$ cat src/rtl/alu_wb_if.sv
// Handshake bundle between the ALU, the write-back stage, the register file and the control unit.
interface alu_wb_if;
  logic        in_valid;
  logic        in_ready;
  logic [63:0] in_res;
  logic        in_err;
  logic [4:0]  in_rd;
  logic [4:0]  in_op;
  logic        wr_en;
  logic [4:0]  wr_addr;
  logic [63:0] wr_data;
  logic        wr_ready;
  logic        exc_valid;
  logic [4:0]  exc_op;
  logic        exc_clear;
  logic        halted;
  logic        fwd_valid;
  logic [4:0]  fwd_rd;
  logic [63:0] fwd_data;

  modport slave (
    input  in_valid, in_res, in_err, in_rd, in_op, wr_ready, exc_clear,
    output in_ready, wr_en, wr_addr, wr_data, exc_valid, exc_op, halted,
           fwd_valid, fwd_rd, fwd_data
  );

  modport master (
    output in_valid, in_res, in_err, in_rd, in_op, wr_ready, exc_clear,
    input  in_ready, wr_en, wr_addr, wr_data, exc_valid, exc_op, halted,
           fwd_valid, fwd_rd, fwd_data
  );
endinterface

$ cat src/rtl/alu_wb.sv
// ALU write-back stage: 2-entry result FIFO, register-file write port, exception halt.
// Define FWD_BYPASS_EN to build the youngest-entry operand bypass; otherwise fwd_* are tied to 0.
module alu_wb (
  input  logic     clk,
  input  logic     rst_n,
  alu_wb_if.slave  bus
);
  localparam int DATA_W = 64;

  typedef enum logic {RUN, HALT} state_t;

  state_t              state_q, state_d;
  logic [1:0]          count_q, count_d;
  logic                wr_ptr_q, wr_ptr_d;
  logic                rd_ptr_q, rd_ptr_d;
  logic                rdy_en_q, rdy_en_d;
  logic                exc_valid_q, exc_valid_d;
  logic [4:0]          exc_op_q, exc_op_d;

  logic [DATA_W-1:0]   res_q [2];
  logic [DATA_W-1:0]   res_d [2];
  logic                err_q [2];
  logic                err_d [2];
  logic [4:0]          rd_q  [2];
  logic [4:0]          rd_d  [2];
  logic [4:0]          op_q  [2];
  logic [4:0]          op_d  [2];

  logic                in_ready_w;
  logic                push;
  logic                pop;
  logic                wr_en_w;
  logic [DATA_W-1:0]   head_res;
  logic                head_err;
  logic [4:0]          head_rd;
  logic [4:0]          head_op;

  // rdy_en_q keeps in_ready low while reset is asserted and rises on the first edge after release
  assign in_ready_w = rdy_en_q && (state_q == RUN) && (count_q != 2'd2);
  assign push       = bus.in_valid && in_ready_w;

  assign head_res = res_q[rd_ptr_q];
  assign head_err = err_q[rd_ptr_q];
  assign head_rd  = rd_q[rd_ptr_q];
  assign head_op  = op_q[rd_ptr_q];

  always_comb begin
    state_d     = state_q;
    count_d     = count_q;
    wr_ptr_d    = wr_ptr_q;
    rd_ptr_d    = rd_ptr_q;
    rdy_en_d    = 1'b1;
    exc_valid_d = 1'b0;
    exc_op_d    = exc_op_q;
    res_d       = res_q;
    err_d       = err_q;
    rd_d        = rd_q;
    op_d        = op_q;
    pop         = 1'b0;
    wr_en_w     = 1'b0;

    case (state_q)
      RUN: begin
        if (count_q != 2'd0) begin
          if (head_err) begin
            pop         = 1'b1;
            state_d     = HALT;
            exc_valid_d = 1'b1;
            exc_op_d    = head_op;
          end else if (head_rd == 5'd0) begin
            pop = 1'b1;
          end else begin
            wr_en_w = 1'b1;
            pop     = bus.wr_ready;
          end
        end
      end
      HALT: begin
        if (bus.exc_clear) begin
          state_d = RUN;
        end
      end
      default: state_d = RUN;
    endcase

    if (push) begin
      res_d[wr_ptr_q] = bus.in_res;
      err_d[wr_ptr_q] = bus.in_err;
      rd_d[wr_ptr_q]  = bus.in_rd;
      op_d[wr_ptr_q]  = bus.in_op;
      wr_ptr_d        = ~wr_ptr_q;
    end
    if (pop) begin
      rd_ptr_d = ~rd_ptr_q;
    end
    count_d = count_q + 2'(push) - 2'(pop);

    // Leaving HALT squashes every younger result still queued behind the faulting one
    if ((state_q == HALT) && bus.exc_clear) begin
      count_d  = 2'd0;
      wr_ptr_d = 1'b0;
      rd_ptr_d = 1'b0;
    end
  end

  always_ff @(posedge clk or negedge rst_n) begin
    if (!rst_n) begin
      state_q     <= RUN;
      count_q     <= 2'd0;
      wr_ptr_q    <= 1'b0;
      rd_ptr_q    <= 1'b0;
      rdy_en_q    <= 1'b0;
      exc_valid_q <= 1'b0;
      exc_op_q    <= 5'd0;
    end else begin
      state_q     <= state_d;
      count_q     <= count_d;
      wr_ptr_q    <= wr_ptr_d;
      rd_ptr_q    <= rd_ptr_d;
      rdy_en_q    <= rdy_en_d;
      exc_valid_q <= exc_valid_d;
      exc_op_q    <= exc_op_d;
    end
  end

  // Payload storage needs no reset: it is only observed through count_q-qualified outputs
  always_ff @(posedge clk) begin
    res_q <= res_d;
    err_q <= err_d;
    rd_q  <= rd_d;
    op_q  <= op_d;
  end

  assign bus.in_ready  = in_ready_w;
  assign bus.wr_en     = wr_en_w;
  assign bus.wr_addr   = wr_en_w ? head_rd  : 5'd0;
  assign bus.wr_data   = wr_en_w ? head_res : '0;
  assign bus.exc_valid = exc_valid_q;
  assign bus.exc_op    = exc_op_q;
  assign bus.halted    = (state_q == HALT);

`ifdef FWD_BYPASS_EN
  logic fwd_v;
  assign fwd_v = (state_q == RUN) && (count_q != 2'd0) &&
                 !err_q[~wr_ptr_q] && (rd_q[~wr_ptr_q] != 5'd0);
  assign bus.fwd_valid = fwd_v;
  assign bus.fwd_rd    = fwd_v ? rd_q[~wr_ptr_q]  : 5'd0;
  assign bus.fwd_data  = fwd_v ? res_q[~wr_ptr_q] : '0;
`else
  assign bus.fwd_valid = 1'b0;
  assign bus.fwd_rd    = 5'd0;
  assign bus.fwd_data  = '0;
`endif

endmodule

$ cat src/flat_wrapper.sv
// flat-port wrapper written by rule: the top's interface ports become plain ports
module alu_wb_flat 
  (clk, rst_n, bus_in_valid, bus_in_res, bus_in_err, bus_in_rd, bus_in_op, bus_wr_ready, bus_exc_clear, bus_in_ready, bus_wr_en, bus_wr_addr, bus_wr_data, bus_exc_valid, bus_exc_op, bus_halted, bus_fwd_valid, bus_fwd_rd, bus_fwd_data);
  alu_wb_if bus_i ();
  input  logic clk;
  input  logic rst_n;
  input wire logic [$bits(bus_i.in_valid)-1:0] bus_in_valid;
  input wire logic [$bits(bus_i.in_res)-1:0] bus_in_res;
  input wire logic [$bits(bus_i.in_err)-1:0] bus_in_err;
  input wire logic [$bits(bus_i.in_rd)-1:0] bus_in_rd;
  input wire logic [$bits(bus_i.in_op)-1:0] bus_in_op;
  input wire logic [$bits(bus_i.wr_ready)-1:0] bus_wr_ready;
  input wire logic [$bits(bus_i.exc_clear)-1:0] bus_exc_clear;
  output wire logic [$bits(bus_i.in_ready)-1:0] bus_in_ready;
  output wire logic [$bits(bus_i.wr_en)-1:0] bus_wr_en;
  output wire logic [$bits(bus_i.wr_addr)-1:0] bus_wr_addr;
  output wire logic [$bits(bus_i.wr_data)-1:0] bus_wr_data;
  output wire logic [$bits(bus_i.exc_valid)-1:0] bus_exc_valid;
  output wire logic [$bits(bus_i.exc_op)-1:0] bus_exc_op;
  output wire logic [$bits(bus_i.halted)-1:0] bus_halted;
  output wire logic [$bits(bus_i.fwd_valid)-1:0] bus_fwd_valid;
  output wire logic [$bits(bus_i.fwd_rd)-1:0] bus_fwd_rd;
  output wire logic [$bits(bus_i.fwd_data)-1:0] bus_fwd_data;
  assign bus_i.in_valid = bus_in_valid;
  assign bus_i.in_res = bus_in_res;
  assign bus_i.in_err = bus_in_err;
  assign bus_i.in_rd = bus_in_rd;
  assign bus_i.in_op = bus_in_op;
  assign bus_i.wr_ready = bus_wr_ready;
  assign bus_i.exc_clear = bus_exc_clear;
  assign bus_in_ready = bus_i.in_ready;
  assign bus_wr_en = bus_i.wr_en;
  assign bus_wr_addr = bus_i.wr_addr;
  assign bus_wr_data = bus_i.wr_data;
  assign bus_exc_valid = bus_i.exc_valid;
  assign bus_exc_op = bus_i.exc_op;
  assign bus_halted = bus_i.halted;
  assign bus_fwd_valid = bus_i.fwd_valid;
  assign bus_fwd_rd = bus_i.fwd_rd;
  assign bus_fwd_data = bus_i.fwd_data;
  alu_wb u_core (.clk(clk), .rst_n(rst_n), .bus(bus_i));
endmodule
$ cat config.mk
export PLATFORM = sky130hd
export DESIGN_NAME = alu_wb_flat
export DESIGN_NICKNAME = d
export VERILOG_FILES = /design/src/rtl/alu_wb_if.sv /design/src/rtl/alu_wb.sv /design/src/flat_wrapper.sv
export SDC_FILE = /design/constraint.sdc
export NUM_CORES = 1
export LEC_CHECK = 0
export BUFFER_PORTS_ARGS = -buffer_cell sky130_fd_sc_hd__buf_2
export CORE_MARGIN = 2
export CORE_UTILIZATION = 54
export CTS_CLUSTER_SIZE = 12
export DETAILED_ROUTE_END_ITERATION = 10
export PLACE_DENSITY = 0.84
export SLEW_MARGIN = 20
export SYNTH_ARGS = -nofsm -noshare
export SYNTH_HDL_FRONTEND = slang
export SYNTH_SLANG_ARGS = --single-unit
$ cat constraint.sdc
create_clock -name clk -period 7.2 [get_ports clk]
set_input_delay 1.08 -clock clk [delete_from_list [all_inputs] [get_ports clk]]
set_output_delay 1.08 -clock clk [all_outputs]
set_load 0.005 [all_outputs]
Yosys cells after proc, flatten, opt, wreduce, memory -nomap -nowiden:

Index checks and enable logic that the tools add are counted.

* bits in registers: 162
* word-level logic and storage cells: 78
* output and inout bits: 148

* add/sub/neg operators: 2
* reduce and logical (&&, ||, !) cells: 10
* bitwise operators: 5
* multiplexer cells: 42
* magnitude comparators: 3
* equal/unequal tests: 1

Operators by type and width (count)
* two-way mux 64 bit: 5
* bitwise mux 128 bit: 1
* demux 64 bit (select 1 bit): 1
* two-way mux 5 bit: 8
* bitwise mux 10 bit: 2
* two-way mux 1 bit: 20
* nonzero test 2 bit: 3
* demux 5 bit (select 1 bit): 1
* logical AND 1 bit: 5
* zero test 5 bit: 1
* greater-or-equal comparator 2 bit, second input constant: 2
* inverter 1 -> 2 bit: 2
* inverter 1 bit: 3
* AND reduction 3 bit: 1
* adder 2 x 1 -> 2 bit: 1
* bitwise mux 2 bit: 1
* < comparator 2 x 1 -> 1 bit, second input constant: 1
* two-way mux 2 bit: 1
* != test 2 bit, second input constant: 1
* one-hot mux 1 bit (2 select lines): 1
* subtractor 2 x 1 -> 2 bit: 1
* demux 1 bit (select 1 bit): 1

Longest topological paths before layout:

Gate-level depths: netlist of the first run.

* depth in word-level cells: 11
* gate-level depth with buffers: 10
* mapped depth without buffers: 9

Worst setup path after synthesis of the first run:

No wires, ideal clock.

* path type: input port to flip-flop
* start: input port bus_in_valid
* end: register u_core.err_q[0] (netlist bit), enable pin
* setup slack: 2258 ps
* buffers on the path: 0
* stages on the path: 2
* library setup time: 509 ps
* arrival time: 4433 ps
* cell sequence: nand4bb_1 nor2_1

* word-level cells in the longest chain between the ends: 1

RTL lines
* from (decl): line flat_wrapper.sv:7 `input wire logic [$bits(bus_i.in_valid)-1:0] bus_in_valid;`
* logical AND 1 bit: line alu_wb.sv:40 `assign push = bus.in_valid && in_ready_w;`
* to (signal assigned): line alu_wb.sv:129 `err_q <= err_d;`
* to (decl): line alu_wb.sv:22 `logic err_q [2];`

Every way passes these cells.
A chain may end at the register's enable or synchronous reset.

Final worst setup path of the first run:

* start: register u_core.rd_ptr_q
* end: output port bus_wr_addr[2]

* word-level cells in the longest chain between the ends: 10
* elaborated cells on any way between the ends: 13
* classes of those cells: mux: 11; bitwise: 1; reduce/logical: 1

RTL lines
* from (decl): line alu_wb.sv:15 `logic rd_ptr_q, rd_ptr_d;`
* from (signal assigned): line alu_wb.sv:119 `rd_ptr_q <= rd_ptr_d;`
* inverter 1 -> 2 bit (not written as such) *: line alu_wb.sv:43, alu_wb.sv:44
* two-way mux 5 bit (not written as such) (3 in a row): line alu_wb.sv:44 `assign head_rd = rd_q[rd_ptr_q];`
* zero test 5 bit: line alu_wb.sv:70 `end else if (head_rd == 5'd0) begin`
* two-way mux 1 bit: line alu_wb.sv:70
* two-way mux 1 bit: line alu_wb.sv:65 `if (head_err) begin`
* two-way mux 1 bit: line alu_wb.sv:64 `if (count_q != 2'd0) begin`
* two-way mux 1 bit: line alu_wb.sv:62 `case (state_q)`
* two-way mux 5 bit *: line alu_wb.sv:136 `assign bus.wr_addr = wr_en_w ? head_rd : 5'd0;`
* to (decl): line flat_wrapper.sv:16 `output wire logic [$bits(bus_i.wr_addr)-1:0] bus_wr_addr;`

Mark *: on every way between the ends. The rest lies on a longest branch, timed or not. The select of a mux whose other input is x is not followed.

==> results of run 1 <==
[how the worst min path moves through the flow]
stage,start,endpoint,slack (ns),depth (start not counted)
5_1_grt,rst_n,u_core.bus.exc_op[3],0.54,1
6_report,rst_n,u_core.bus.exc_op[1],0.53,1
3_3_place_gp,u_core.bus.exc_op[2],u_core.bus.exc_op[2],0.51,2
3_5_place_dp,u_core.bus.exc_op[0],u_core.bus.exc_op[0],0.52,2
4_1_cts,rst_n,u_core.bus.exc_op[1],0.52,1
2_1_floorplan,u_core.op_q[5],u_core.bus.exc_op[0],0.52,2
[worst register-to-register path, delay by kind of cell (launching register included)]
family	cells	cell delay [ns]
and+or+nand+nor	1	0.32
adders and majority gates	2	0.41
buffers and inverters	2	0.75
xor gates and xnor gates	2	0.30
DFF	1	0.92
AOI/OAI and AO/OA	3	0.43
[registers in the layout, indices dropped and copies added (netlist names)]
signal                count
u_core.err_q              2
u_core.op_q              10
u_core.wr_ptr_q           1
u_core.rd_ptr_q           1
u_core.rd_q              10
u_core.bus.exc_valid      1
u_core.bus.halted         1
u_core.rdy_en_q           1
u_core.bus.exc_op         5
u_core.count_q            2
u_core.res_q            128
[synthesized netlist by cell type (2+ instances only)]
| library cell | number |
|---|---|
| sky130_fd_sc_hd__xnor2_1 | 2 |
| sky130_fd_sc_hd__buf_4 | 71 |
| sky130_fd_sc_hd__nor3_1 | 2 |
| sky130_fd_sc_hd__buf_2 | 12 |
| sky130_fd_sc_hd__o211ai_1 | 2 |
| sky130_fd_sc_hd__inv_1 | 6 |
| sky130_fd_sc_hd__edfxtp_1 | 150 |
| sky130_fd_sc_hd__ha_1 | 2 |
| sky130_fd_sc_hd__nor3b_1 | 2 |
| sky130_fd_sc_hd__buf_1 | 2 |
| sky130_fd_sc_hd__nor2_1 | 78 |
| sky130_fd_sc_hd__dfrtp_1 | 12 |
| sky130_fd_sc_hd__a21oi_1 | 7 |
| sky130_fd_sc_hd__conb_1 | 2 |
| sky130_fd_sc_hd__mux2i_1 | 74 |
| sky130_fd_sc_hd__nand2_1 | 3 |
[layout by cell type (no fill, tap or decap), drive strengths merged, types with 2 or more instances in the layout]
master and n:
buf 161, edfxtp 150, nor2 78, mux2i 75, conb 71, clkbuf 18
dfrtp 12, inv 8, a21oi 7, clkinv 6, clkinvlp 4, nand2 3
bufinv 3, nor3b 2, nor3 2, xnor2 2, o211ai 2, ha 2
o22ai 2
[metal layers]
layer | vias to the layer above | track usage
li1 | 1773 | -
met1 | 1824 | 0.2140
met2 | 199 | 0.3138
met3 | 23 | 0.06747
met4 | 2 | 0.08095
met5 | - | 0
[report_power, final]
part           internal [mW]  total (mW)  switching (mW)
Combinational          0.322       0.712           0.389
Clock                  0.542       0.888           0.345
Sequential              1.17        1.27           0.100
Total                   2.03        2.86           0.835
[logic make-up (layout without fill, tap and decap cells)]
family,Yosys count,after routing,share of synthesized area
adders and majority gates,2,2,0.003710
and+or+nand+nor,91,91,0.05696
xor gates and xnor gates,3,3,0.003897
buffers and inverters,94,200,0.09518
muxes,75,75,0.1119
AOI/OAI and AO/OA,15,15,0.01484
other,2,71,0.001114
DFF,162,162,0.7124
[cell type report]
type	instances	area, um^2	area share
Inverter	7	26.28	0.003274
Timing Repair Buffer	161	815.8	0.1017
Clock inverter	14	163.9	0.02042
Clock buffer	18	429.2	0.05348
Tap cell	168	210.2	0.02619
Multi-Input combinational cell	257	1572	0.1958
Sequential cell	162	4808	0.5992
==> impl_metrics.prom, run 1 <==
# TYPE chip_impl_metric gauge
chip_impl_info{name="clock_root_buffer",value="sky130_fd_sc_hd__clkbuf_16"} 1
chip_impl_info{name="crit_path_cell_trace",value="buf_4, nor4_2, o22ai_2, nand3_2, buf_4, nor2_1, buf_2"} 1
chip_impl_info{name="cp_most_frequent_cell",value="sky130_fd_sc_hd__buf_4"} 1
chip_impl_metric{name="final_cell_count_no_fill",unit=""} 787
chip_impl_metric{name="area.growth.synth_to_final",unit="%"} 19.00
chip_impl_metric{name="dieArea",unit="mm^2"} 0.01340
chip_impl_metric{name="timing.critical_path.fanout_max",unit=""} 45
chip_impl_metric{name="finalSetupTns",unit="ns"} 0
chip_impl_metric{name="synth-seq-area-share",unit=""} 0.7124
chip_impl_metric{name="pre_cts_slack",unit="ns"} 2.754
chip_impl_metric{name="fin_worst_skew",unit="ns"} 0.006796
chip_impl_metric{name="routed_wire_length_per_instance",unit="um"} 15.47
chip_impl_info{name="ys_top_cells_by_area",value="sky130_fd_sc_hd__edfxtp_1 (67%), sky130_fd_sc_hd__mux2i_1 (11%), sky130_fd_sc_hd__buf_4 (7.9%), sky130_fd_sc_hd__dfrtp_1 (4.5%), sky130_fd_sc_hd__nor2_1 (4.3%)"} 1
chip_impl_metric{name="fmax",unit="GHz"} 0.2088
chip_impl_metric{name="routed_via_density",unit=""} 4.855
chip_impl_metric{name="dr.first_iter.drc_count",unit=""} 200
chip_impl_metric{name="die_h",unit="um"} 115.8
chip_impl_metric{name="global_route_wire_length_before_repair",unit="um"} 18100
chip_impl_metric{name="antenna-diode-count",unit=""} 0
chip_impl_info{name="critPathTopFamily",value="buffers and inverters"} 1
chip_impl_info{name="rsz0062_at_grt",value="no"} 1
chip_impl_metric{name="grt_util_all_layers",unit=""} 0.1856
chip_impl_info{name="dr.max_layer_used",value="met5"} 1
chip_impl_info{name="worst_setup_path_endpoint",value="bus_wr_addr[2]"} 1
chip_impl_metric{name="yosys_warnings",unit=""} 0
chip_impl_metric{name="vias",unit=""} 3821
chip_impl_metric{name="met2WireLength",unit="um"} 6278
chip_impl_metric{name="cts-buffers-inserted",unit=""} 17
chip_impl_metric{name="drcViolationCount",unit=""} 0
chip_impl_metric{name="post-cts-setup-buffer-count",unit=""} 0
chip_impl_metric{name="m1_wl",unit="um"} 4576
chip_impl_metric{name="grt_max_degree",unit=""} 76
chip_impl_metric{name="clock_insertion_delay_worst_skew",unit="ns"} 0.42
chip_impl_info{name="timing.rr.start",value="u_core.rd_ptr_q"} 1
chip_impl_info{name="hold_removal_path_class",value="primary input to async pin"} 1
chip_impl_metric{name="min_period",unit="ns"} 4.788
chip_impl_info{name="r2r_end",value="u_core.count_q[1]"} 1
chip_impl_info{name="worstSetupPathType",value="flip-flop to output port"} 1
chip_impl_metric{name="report.final.setup_viol",unit=""} 0
chip_impl_metric{name="floorplan.io_pins",unit=""} 228
chip_impl_metric{name="critical_path.n_buffers_inverters",unit=""} 3
chip_impl_metric{name="finalPower",unit="mW"} 2.865
chip_impl_metric{name="number_of_enable_type_register_cells_in_the_synthesized_netlist",unit=""} 150
chip_impl_metric{name="grt_antenna_before_repair",unit=""} 1
chip_impl_metric{name="worst_hold_margin",unit="ns"} 0.5308
chip_impl_metric{name="setup.reg_to_reg.worst_slack",unit="ns"} 3.93
chip_impl_metric{name="critical_path.max_stage_delay",unit="ns"} 0.92
chip_impl_metric{name="hpwlAfterDp",unit="um"} 7894
chip_impl_metric{name="final_max_slew_viol_count",unit=""} 0
chip_impl_metric{name="worstMarginPinSlew",unit="ns"} 1.025
chip_impl_metric{name="path_clk_slew",unit="ns"} 0.06
chip_impl_metric{name="async_reset_ff_frac",unit=""} 0.07407
chip_impl_metric{name="ys_seq_elements",unit=""} 162
chip_impl_metric{name="netlist.area_leader.share",unit=""} 0.6679
chip_impl_metric{name="placementRows",unit=""} 40
chip_impl_info{name="timing.critical_path.from_type",value="flip-flop"} 1
chip_impl_metric{name="r2r_cells",unit=""} 10
chip_impl_metric{name="antenna_violating_nets_post_route",unit=""} 0
chip_impl_metric{name="finalWeightedCongestion",unit=""} 0.7368
chip_impl_metric{name="finalCritPeriodShare",unit=""} 0.6650
chip_impl_metric{name="final_design_area_no_fill",unit="mm^2"} 0.008025
chip_impl_metric{name="relSlewSlack",unit=""} 0.3170
chip_impl_info{name="cpMaxStageDelayCell",value="sky130_fd_sc_hd__dfrtp_4"} 1
chip_impl_metric{name="report.final.hold_viol_count",unit=""} 0
chip_impl_metric{name="totalWireLength",unit="um"} 12180
chip_impl_metric{name="critPathRequiredTime",unit="ns"} 6.12
chip_impl_metric{name="gr-total-overflow",unit=""} 0
chip_impl_metric{name="layout.nets",unit=""} 688
chip_impl_metric{name="syn-instance-count",unit=""} 444
chip_impl_metric{name="post_cts.resized_instances",unit=""} 0
chip_impl_info{name="cp-startpoint",value="u_core.rd_ptr_q"} 1
chip_impl_metric{name="syn_area",unit="mm^2"} 0.006744
chip_impl_metric{name="port_buffers",unit=""} 157
chip_impl_metric{name="nFillCells",unit=""} 877
chip_impl_metric{name="crit_cells",unit=""} 7
chip_impl_metric{name="number_of_global_route_vias_before_repair",unit=""} 3713
chip_impl_info{name="synth_ff_type",value="sky130_fd_sc_hd__edfxtp_1"} 1
chip_impl_metric{name="drt-pass1-iter-count",unit=""} 4
chip_impl_metric{name="place_area",unit="mm^2"} 0.007432
chip_impl_metric{name="die_span_x",unit="um"} 115.8
chip_impl_metric{name="bufs_on_longest_clock_path",unit=""} 2
chip_impl_metric{name="cts_htree_levels",unit=""} 4
chip_impl_metric{name="initial_core_util",unit=""} 0.5568
chip_impl_metric{name="ys_types",unit=""} 33
chip_impl_metric{name="arrival",unit="ns"} 3.71
chip_impl_info{name="type_of_element_capturing_the_critical_path",value="output port"} 1
chip_impl_info{name="cts_tree",value="done"} 1
chip_impl_metric{name="core_area",unit="mm^2"} 0.01211
chip_impl_info{name="status",value="completed"} 1
chip_impl_metric{name="syn_avg_cell_area",unit="um^2"} 15.19
chip_impl_metric{name="cellPowerDensity",unit="mW/mm^2"} 357.0
chip_impl_metric{name="placed_cells",unit=""} 755
chip_impl_metric{name="ir_drop",unit="uV"} 317.0
chip_impl_metric{name="final_layout_size_suffix_gt1_frac",unit=""} 0.3215
chip_impl_metric{name="finalCoreUtilization",unit=""} 0.6626
chip_impl_metric{name="cts-hold-fix-buffers",unit=""} 0
chip_impl_metric{name="finalWorstSetupSlack",unit="ns"} 2.412
chip_impl_metric{name="power.static_leakage",unit="nW"} 3.377
chip_impl_metric{name="wl_met3",unit="um"} 1073
chip_impl_info{name="synthDominantAreaCellType",value="sky130_fd_sc_hd__edfxtp_1"} 1
chip_impl_metric{name="numClockSinks",unit=""} 162
chip_impl_metric{name="max-cap-violations",unit=""} 0
Power figures use the tool's default switching activity.
==> run 2, diff against run 1 <==
--- a/config.mk
+++ b/config.mk
@@ -7,10 +7,10 @@
 export LEC_CHECK = 0
 export BUFFER_PORTS_ARGS = -buffer_cell sky130_fd_sc_hd__buf_2
 export CORE_MARGIN = 2
-export CORE_UTILIZATION = 54
+export CORE_UTILIZATION = 45
 export CTS_CLUSTER_SIZE = 12
 export DETAILED_ROUTE_END_ITERATION = 10
-export PLACE_DENSITY = 0.84
+export PLACE_DENSITY = 0.75
 export SLEW_MARGIN = 20
 export SYNTH_ARGS = -nofsm -noshare
 export SYNTH_HDL_FRONTEND = slang
==> constraint.sdc (replaced) <==
create_clock -name clk -period 4 [get_ports clk]
set_input_delay 0.6 -clock clk [delete_from_list [all_inputs] [get_ports clk]]
set_output_delay 0.6 -clock clk [all_outputs]
set_load 0.005 [all_outputs]
==> impl_metrics.prom, run 2 (synthesis gave the netlist of run 1 again) <==
# TYPE chip_impl_metric gauge
chip_impl_metric{name="layout.nets",unit=""} 692
chip_impl_metric{name="finalWeightedCongestion",unit=""} 0.7613
chip_impl_info{name="worstSetupPathType",value="flip-flop to output port"} 1
chip_impl_metric{name="floorplan.io_pins",unit=""} 228
chip_impl_metric{name="antenna-diode-count",unit=""} 0
chip_impl_metric{name="path_clk_slew",unit="ns"} 0.06
chip_impl_metric{name="gr-total-overflow",unit=""} 0
chip_impl_metric{name="cts_htree_levels",unit=""} 4
chip_impl_metric{name="timing.critical_path.fanout_max",unit=""} 37
chip_impl_metric{name="grt_util_all_layers",unit=""} 0.1539
chip_impl_metric{name="totalWireLength",unit="um"} 12090
chip_impl_metric{name="finalCoreUtilization",unit=""} 0.5520
chip_impl_metric{name="dieArea",unit="mm^2"} 0.01598
chip_impl_metric{name="initial_core_util",unit=""} 0.4623
chip_impl_metric{name="antenna_violating_nets_post_route",unit=""} 0
chip_impl_info{name="final_common_cell",value="sky130_fd_sc_hd__buf_2"} 1
chip_impl_info{name="type_of_element_capturing_the_critical_path",value="output port"} 1
chip_impl_metric{name="port_buffers",unit=""} 157
chip_impl_metric{name="routed_wire_length_per_instance",unit="um"} 15.03
chip_impl_metric{name="arrival",unit="ns"} 2.23
chip_impl_info{name="layout.cells.most_common_list",value="sky130_fd_sc_hd__buf_2 (157), sky130_fd_sc_hd__edfxtp_1 (150), sky130_fd_sc_hd__nor2_1 (76), sky130_fd_sc_hd__mux2i_1 (74), sky130_fd_sc_hd__conb_1 (71)"} 1
chip_impl_metric{name="report.final.hold_viol_count",unit=""} 0
chip_impl_metric{name="internal_power_of_the_cells",unit="mW"} 3.654
chip_impl_metric{name="grt_antenna_before_repair",unit=""} 0
chip_impl_info{name="hold_removal_path_class",value="primary input to async pin"} 1
chip_impl_metric{name="power.static_leakage",unit="nW"} 3.394
chip_impl_metric{name="cellPowerDensity",unit="mW/mm^2"} 639.1
chip_impl_metric{name="placementRows",unit=""} 44
chip_impl_metric{name="final_layout_size_suffix_gt1_frac",unit=""} 0.3242
chip_impl_metric{name="finalCritPeriodShare",unit=""} 0.7086
chip_impl_metric{name="hpwlAfterDp",unit="um"} 8113
chip_impl_metric{name="largest_register_ffs",unit=""} 128
chip_impl_metric{name="dr.first_iter.drc_count",unit=""} 126
chip_impl_metric{name="vias",unit=""} 3785
chip_impl_metric{name="grt_max_degree",unit=""} 42
chip_impl_info{name="cts_tree",value="done"} 1
chip_impl_metric{name="routed_via_density",unit=""} 4.708
chip_impl_metric{name="global_route_wire_length_before_repair",unit="um"} 18570
chip_impl_metric{name="critPathRequiredTime",unit="ns"} 3.40
chip_impl_metric{name="fmax",unit="GHz"} 0.3528
chip_impl_info{name="timing.critical_path.from_type",value="flip-flop"} 1
chip_impl_info{name="clock_root_buffer",value="sky130_fd_sc_hd__clkbuf_16"} 1
chip_impl_metric{name="die_span_x",unit="um"} 126.4
chip_impl_metric{name="relSlewSlack",unit=""} 0.5159
chip_impl_metric{name="final_max_slew_viol_count",unit=""} 0
chip_impl_metric{name="setup.reg_to_reg.worst_slack",unit="ns"} 1.76
chip_impl_metric{name="drt-pass1-iter-count",unit=""} 4
chip_impl_metric{name="switchingPower",unit="mW"} 1.492
chip_impl_metric{name="post-cts-setup-buffer-count",unit=""} 0
chip_impl_metric{name="clock_insertion_delay_worst_skew",unit="ns"} 0.42
chip_impl_metric{name="cts-buffers-inserted",unit=""} 17
chip_impl_metric{name="core_area",unit="mm^2"} 0.01459
chip_impl_info{name="status",value="completed"} 1
chip_impl_metric{name="ir_drop",unit="uV"} 331.9
chip_impl_metric{name="min_period",unit="ns"} 2.834
chip_impl_metric{name="p_sw_frac",unit=""} 0.2900
chip_impl_metric{name="p_clk_frac",unit=""} 0.305
chip_impl_info{name="registers.top_by_ff_count",value="u_core.res_q"} 1
chip_impl_metric{name="report.final.setup_viol",unit=""} 0
chip_impl_metric{name="finalPower",unit="mW"} 5.147
chip_impl_info{name="rsz0062_at_grt",value="no"} 1
chip_impl_metric{name="bufs_on_longest_clock_path",unit=""} 2
chip_impl_info{name="layout_top_registers",value="u_core.res_q (128), u_core.op_q (10), u_core.rd_q (10)"} 1
chip_impl_metric{name="drcViolationCount",unit=""} 0
chip_impl_metric{name="fin_worst_skew",unit="ns"} 0.005960
chip_impl_metric{name="power.combinational.fraction",unit=""} 0.267
chip_impl_metric{name="die_h",unit="um"} 126.4
chip_impl_metric{name="cts-hold-fix-buffers",unit=""} 0
chip_impl_metric{name="number_of_global_route_vias_before_repair",unit=""} 3659
chip_impl_metric{name="worstMarginPinSlew",unit="ns"} 0.7235
chip_impl_metric{name="area.growth.synth_to_final",unit="%"} 19.41
chip_impl_metric{name="power.share.sequential",unit=""} 0.428
chip_impl_metric{name="post_cts.resized_instances",unit=""} 0
chip_impl_metric{name="numClockSinks",unit=""} 162
chip_impl_metric{name="max-cap-violations",unit=""} 0
## run 2: cell types whose count changed in the layout (fill, tap and decap cells not counted)
cell                         before  now
sky130_fd_sc_hd__clkinv_2         2    3
sky130_fd_sc_hd__inv_6            1    0
sky130_fd_sc_hd__clkinv_1         2    1
sky130_fd_sc_hd__clkinvlp_4       4    2
sky130_fd_sc_hd__buf_4            4    8
## run 2: worst paths after layout
check,startpoint,end,depth (start not counted)
worst max-delay path,u_core.rd_ptr_q,bus_wr_data[43],6
worst max register to register,u_core.rd_ptr_q,u_core.count_q[1],9
min in group clk,bus_in_res[5],u_core.res_q[5],1
worst min register to register,u_core.bus.exc_op[2],u_core.bus.exc_op[2],2
worst min-delay path,rst_n,u_core.bus.exc_op[3],1
max in group asynchronous,rst_n,u_core.rd_ptr_q,1
## run 2: per-stage QoR
| stage | cells | hold WS (ns) | worst slack (ns) | TNS (ns) | instance area [um^2] |
|---|---|---|---|---|---|
| global route | 804 | 0.06568 | 1.009 | 0 | 8053 |
| floorplan | 513 | 0.3044 | -0.4749 | -71.23 | 7003 |
| finish | 804 | 0.05384 | 1.166 | 0 | 8053 |
| detailed placement | 775 | 0.5088 | 1.562 | 0 | 7482 |
| global placement | 775 | 0.5040 | 1.627 | 0 | 7482 |
| CTS | 804 | 0.05588 | 1.115 | 0 | 8053 |
## run 2: critical path: stages, from the launching register on
cell and delay (ns):
sky130_fd_sc_hd__dfrtp_4 0.57, sky130_fd_sc_hd__nor4b_1 0.33, sky130_fd_sc_hd__o22ai_2 0.19, sky130_fd_sc_hd__nand3_2 0.10, sky130_fd_sc_hd__buf_4 0.35, sky130_fd_sc_hd__nor2_1 0.13, sky130_fd_sc_hd__buf_2 0.15
## run 2: power groups by stage
stage	Clock, mW	Sequential (mW)	Combinational, mW
after global placement	0	2.23	1.37
final	1.57	2.20	1.37
after floorplan	0	2.21	0.987
after CTS	1.60	2.20	1.41
after detailed placement	0	2.24	1.40
after global routing	1.67	2.23	1.52
## run 2: cell type report
class / instances / area [um^2]
inverters: 7 / 26.28
multi-input cells: 257 / 1572
well taps: 184 / 230.2
flip-flops and latches: 162 / 4808
clock inverters: 11 / 141.4
repair buffers: 165 / 845.8
clock buffers: 18 / 429.2
fillers: 1191 / 6536
## run 2: routing by layer
| layer | vias up | wire, um | GRT usage |
|---|---|---|---|
| li1 | 1778 | - | - |
| met1 | 1794 | 4765 | 0.1793 |
| met2 | 199 | 5962 | 0.2567 |
| met3 | 14 | 1198 | 0.06326 |
| met4 | 0 | 159 | 0.05624 |
| met5 | - | 0 | 0 |
==> run 3, diff against run 2 <==
==> constraint.sdc (replaced) <==
create_clock -name clk -period 2.55 [get_ports clk]
set_input_delay 0.3825 -clock clk [delete_from_list [all_inputs] [get_ports clk]]
set_output_delay 0.3825 -clock clk [all_outputs]
set_load 0.005 [all_outputs]
==> impl_metrics.prom, run 3 (synthesis gave the netlist of run 1 again) <==
# TYPE chip_impl_metric gauge
chip_impl_info{name="status",value="completed"} 1
chip_impl_metric{name="final_design_area_no_fill",unit="mm^2"} 0.008154
chip_impl_metric{name="finalWorstSetupSlack",unit="ns"} 0.1058
chip_impl_metric{name="initial_core_util",unit=""} 0.4623
chip_impl_metric{name="die_span_x",unit="um"} 126.4
chip_impl_metric{name="place_area",unit="mm^2"} 0.007520
chip_impl_metric{name="bufs_on_longest_clock_path",unit=""} 2
chip_impl_info{name="layout.cells.most_common_list",value="sky130_fd_sc_hd__buf_2 (157), sky130_fd_sc_hd__edfxtp_1 (150), sky130_fd_sc_hd__nor2_1 (75), sky130_fd_sc_hd__mux2i_1 (74), sky130_fd_sc_hd__conb_1 (71)"} 1
chip_impl_metric{name="clock_insertion_delay_worst_skew",unit="ns"} 0.41
chip_impl_info{name="worstSetupPathType",value="flip-flop to output port"} 1
chip_impl_metric{name="power.static_leakage",unit="nW"} 3.420
chip_impl_metric{name="final_cell_count_no_fill",unit=""} 811
chip_impl_metric{name="die_h",unit="um"} 126.4
chip_impl_info{name="holdPathEnd",value="u_core.res_q[10]"} 1
chip_impl_metric{name="arrival",unit="ns"} 2.06
chip_impl_metric{name="pre_cts_slack",unit="ns"} 0.4108
chip_impl_metric{name="report.final.setup_viol",unit=""} 0
chip_impl_metric{name="path_clk_slew",unit="ns"} 0.06
chip_impl_metric{name="timing.critical_path.fanout_max",unit=""} 23
chip_impl_info{name="cts_tree",value="done"} 1
chip_impl_metric{name="area.growth.synth_to_final",unit="%"} 20.91
chip_impl_metric{name="numClockSinks",unit=""} 162
chip_impl_metric{name="cts_htree_levels",unit=""} 4
chip_impl_metric{name="globalRouteMet3Util",unit=""} 0.05399
chip_impl_metric{name="finalPower",unit="mW"} 8.087
chip_impl_info{name="clock_root_buffer",value="sky130_fd_sc_hd__clkbuf_16"} 1
chip_impl_info{name="layout_top_registers",value="u_core.res_q (128), u_core.op_q (10), u_core.rd_q (10)"} 1
chip_impl_metric{name="grt_antenna_before_repair",unit=""} 0
chip_impl_metric{name="layout.nets",unit=""} 697
chip_impl_metric{name="report.final.hold_viol_count",unit=""} 0
chip_impl_metric{name="antenna-diode-count",unit=""} 0
chip_impl_metric{name="grt_max_degree",unit=""} 76
chip_impl_metric{name="vias",unit=""} 3818
chip_impl_metric{name="max-cap-violations",unit=""} 0
chip_impl_metric{name="r2r_cells",unit=""} 10
chip_impl_metric{name="finalWeightedCongestion",unit=""} 0.7171
chip_impl_metric{name="hold-path-cell-count",unit=""} 1
chip_impl_metric{name="finalSetupTns",unit="ns"} 0
chip_impl_metric{name="hpwlAfterDp",unit="um"} 8040
chip_impl_metric{name="setup.reg_to_reg.worst_slack",unit="ns"} 0.22
chip_impl_info{name="final_common_cell",value="sky130_fd_sc_hd__buf_2"} 1
chip_impl_info{name="hold_removal_path_class",value="primary input to flip-flop"} 1
chip_impl_info{name="timing.critical_path.from_type",value="flip-flop"} 1
chip_impl_info{name="timing.rr.start",value="u_core.rd_ptr_q"} 1
chip_impl_metric{name="antenna_violating_nets_post_route",unit=""} 0
chip_impl_info{name="type_of_element_capturing_the_critical_path",value="output port"} 1
chip_impl_metric{name="global_route_track_usage_on_met1",unit=""} 0.1863
chip_impl_metric{name="core_area",unit="mm^2"} 0.01459
chip_impl_metric{name="port_buffers",unit=""} 157
chip_impl_metric{name="placementRows",unit=""} 44
chip_impl_metric{name="grt_util_all_layers",unit=""} 0.1547
chip_impl_metric{name="critPathRequiredTime",unit="ns"} 2.17
chip_impl_info{name="gr-max-usage-layer",value="met2"} 1
chip_impl_metric{name="fin_worst_skew",unit="ns"} 0.007079
chip_impl_metric{name="gr-total-overflow",unit=""} 0
chip_impl_metric{name="routed_via_density",unit=""} 4.708
chip_impl_metric{name="cellPowerDensity",unit="mW/mm^2"} 991.8
chip_impl_metric{name="global_route_wire_length_before_repair",unit="um"} 18950
chip_impl_metric{name="drcViolationCount",unit=""} 0
chip_impl_metric{name="finalCritPeriodShare",unit=""} 0.9585
chip_impl_metric{name="number_of_global_route_vias_before_repair",unit=""} 3772
chip_impl_info{name="registers.top_by_ff_count",value="u_core.res_q"} 1
chip_impl_metric{name="fmax",unit="GHz"} 0.4091
chip_impl_metric{name="routed_wire_length_per_instance",unit="um"} 15.48
chip_impl_metric{name="final_layout_size_suffix_gt1_frac",unit=""} 0.3301
chip_impl_metric{name="drt-pass1-iter-count",unit=""} 4
chip_impl_info{name="worst_hold_startpoint",value="bus_in_res[10]"} 1
chip_impl_metric{name="floorplan.io_pins",unit=""} 228
chip_impl_metric{name="dieArea",unit="mm^2"} 0.01598
chip_impl_metric{name="dr.first_iter.drc_count",unit=""} 146
chip_impl_metric{name="ir_drop",unit="uV"} 559.8
chip_impl_metric{name="largest_register_ffs",unit=""} 128
chip_impl_metric{name="placed_cells",unit=""} 775
chip_impl_metric{name="met2_capacity_usage_during_global_routing",unit=""} 0.2601
chip_impl_metric{name="min_period",unit="ns"} 2.444
chip_impl_info{name="r2r_end",value="u_core.count_q[1]"} 1
chip_impl_metric{name="final_max_slew_viol_count",unit=""} 0
chip_impl_metric{name="totalWireLength",unit="um"} 12560
chip_impl_metric{name="cts-buffers-inserted",unit=""} 17
run 3: cell count changes in the layout (fill, tap and decap cells not counted), moves of 2 or more:
cell | before | now
sky130_fd_sc_hd__clkinvlp_4 | 2 | 4
sky130_fd_sc_hd__inv_6 | 0 | 2
sky130_fd_sc_hd__buf_4 | 8 | 6
sky130_fd_sc_hd__buf_12 | 0 | 3
sky130_fd_sc_hd__clkinv_1 | 1 | 3
sky130_fd_sc_hd__clkinv_2 | 3 | 1
sky130_fd_sc_hd__bufinv_16 | 3 | 1
run 3: layer usage:
| metal | share of wire | wire, um |
|---|---|---|
| met5 | 0 | 0 |
| met4 | 0.014 | 174 |
| met3 | 0.073 | 918 |
| met2 | 0.51 | 6373 |
| met1 | 0.41 | 5092 |
run 3: power breakdown:
group	switching, mW	internal, mW	leakage (nW)
combinational	1.31	1.04	1.66
clock	0.964	1.33	0.251
sequential	0.160	3.29	1.50
run 3: worst max-delay path by stage:
stage / end / slack, ns / startpoint / cells past startpoint
after floorplan: u_core.err_q[1] / -0.70 / u_core.count_q[1] / 3
after global routing: bus_wr_data[12] / -0.03 / u_core.rd_ptr_q / 6
after detailed placement: u_core.count_q[1] / 0.41 / u_core.rd_ptr_q / 9
final: bus_wr_data[8] / 0.11 / u_core.rd_ptr_q / 6
after global placement: u_core.count_q[1] / 0.45 / u_core.rd_ptr_q / 9
after CTS: bus_wr_data[37] / 0.03 / u_core.rd_ptr_q / 6
run 3: final cells by class:
| type | count | area [um^2] |
|---|---|---|
| sequential | 162 | 4808 |
| tap | 184 | 230.2 |
| timing repair buffer | 170 | 952.2 |
| clock inverter | 13 | 111.4 |
| fill | 1197 | 6435 |
| clock buffer | 18 | 429.2 |
| inverter | 7 | 26.28 |
| multi-input combinational | 257 | 1597 |
run 3: what timing repair did:
action                                  CTS  global route
hold buffers                              1             0
gates resized for setup                   0             7
setup buffers                             0             3
endpoints found under the hold margin    12             0
endpoints found under the setup margin    0            68
run 3: through the flow:
step / utilization / hold WS (ns)
global placement: 0.5154 / 0.3179
floorplan: - / 0.08691
global route: 0.5589 / 0.1289
finish: 0.5589 / 0.1542
CTS: 0.5532 / 0.1313
detailed placement: 0.5154 / 0.3134
run 3: critical path, stage by stage (launching register included):
cell and delay (ns):
sky130_fd_sc_hd__dfrtp_4 0.55, sky130_fd_sc_hd__nor4b_2 0.19, sky130_fd_sc_hd__o22ai_2 0.24, sky130_fd_sc_hd__nand3_4 0.16, sky130_fd_sc_hd__clkbuf_16 0.24, sky130_fd_sc_hd__nor2_1 0.14, sky130_fd_sc_hd__buf_2 0.13
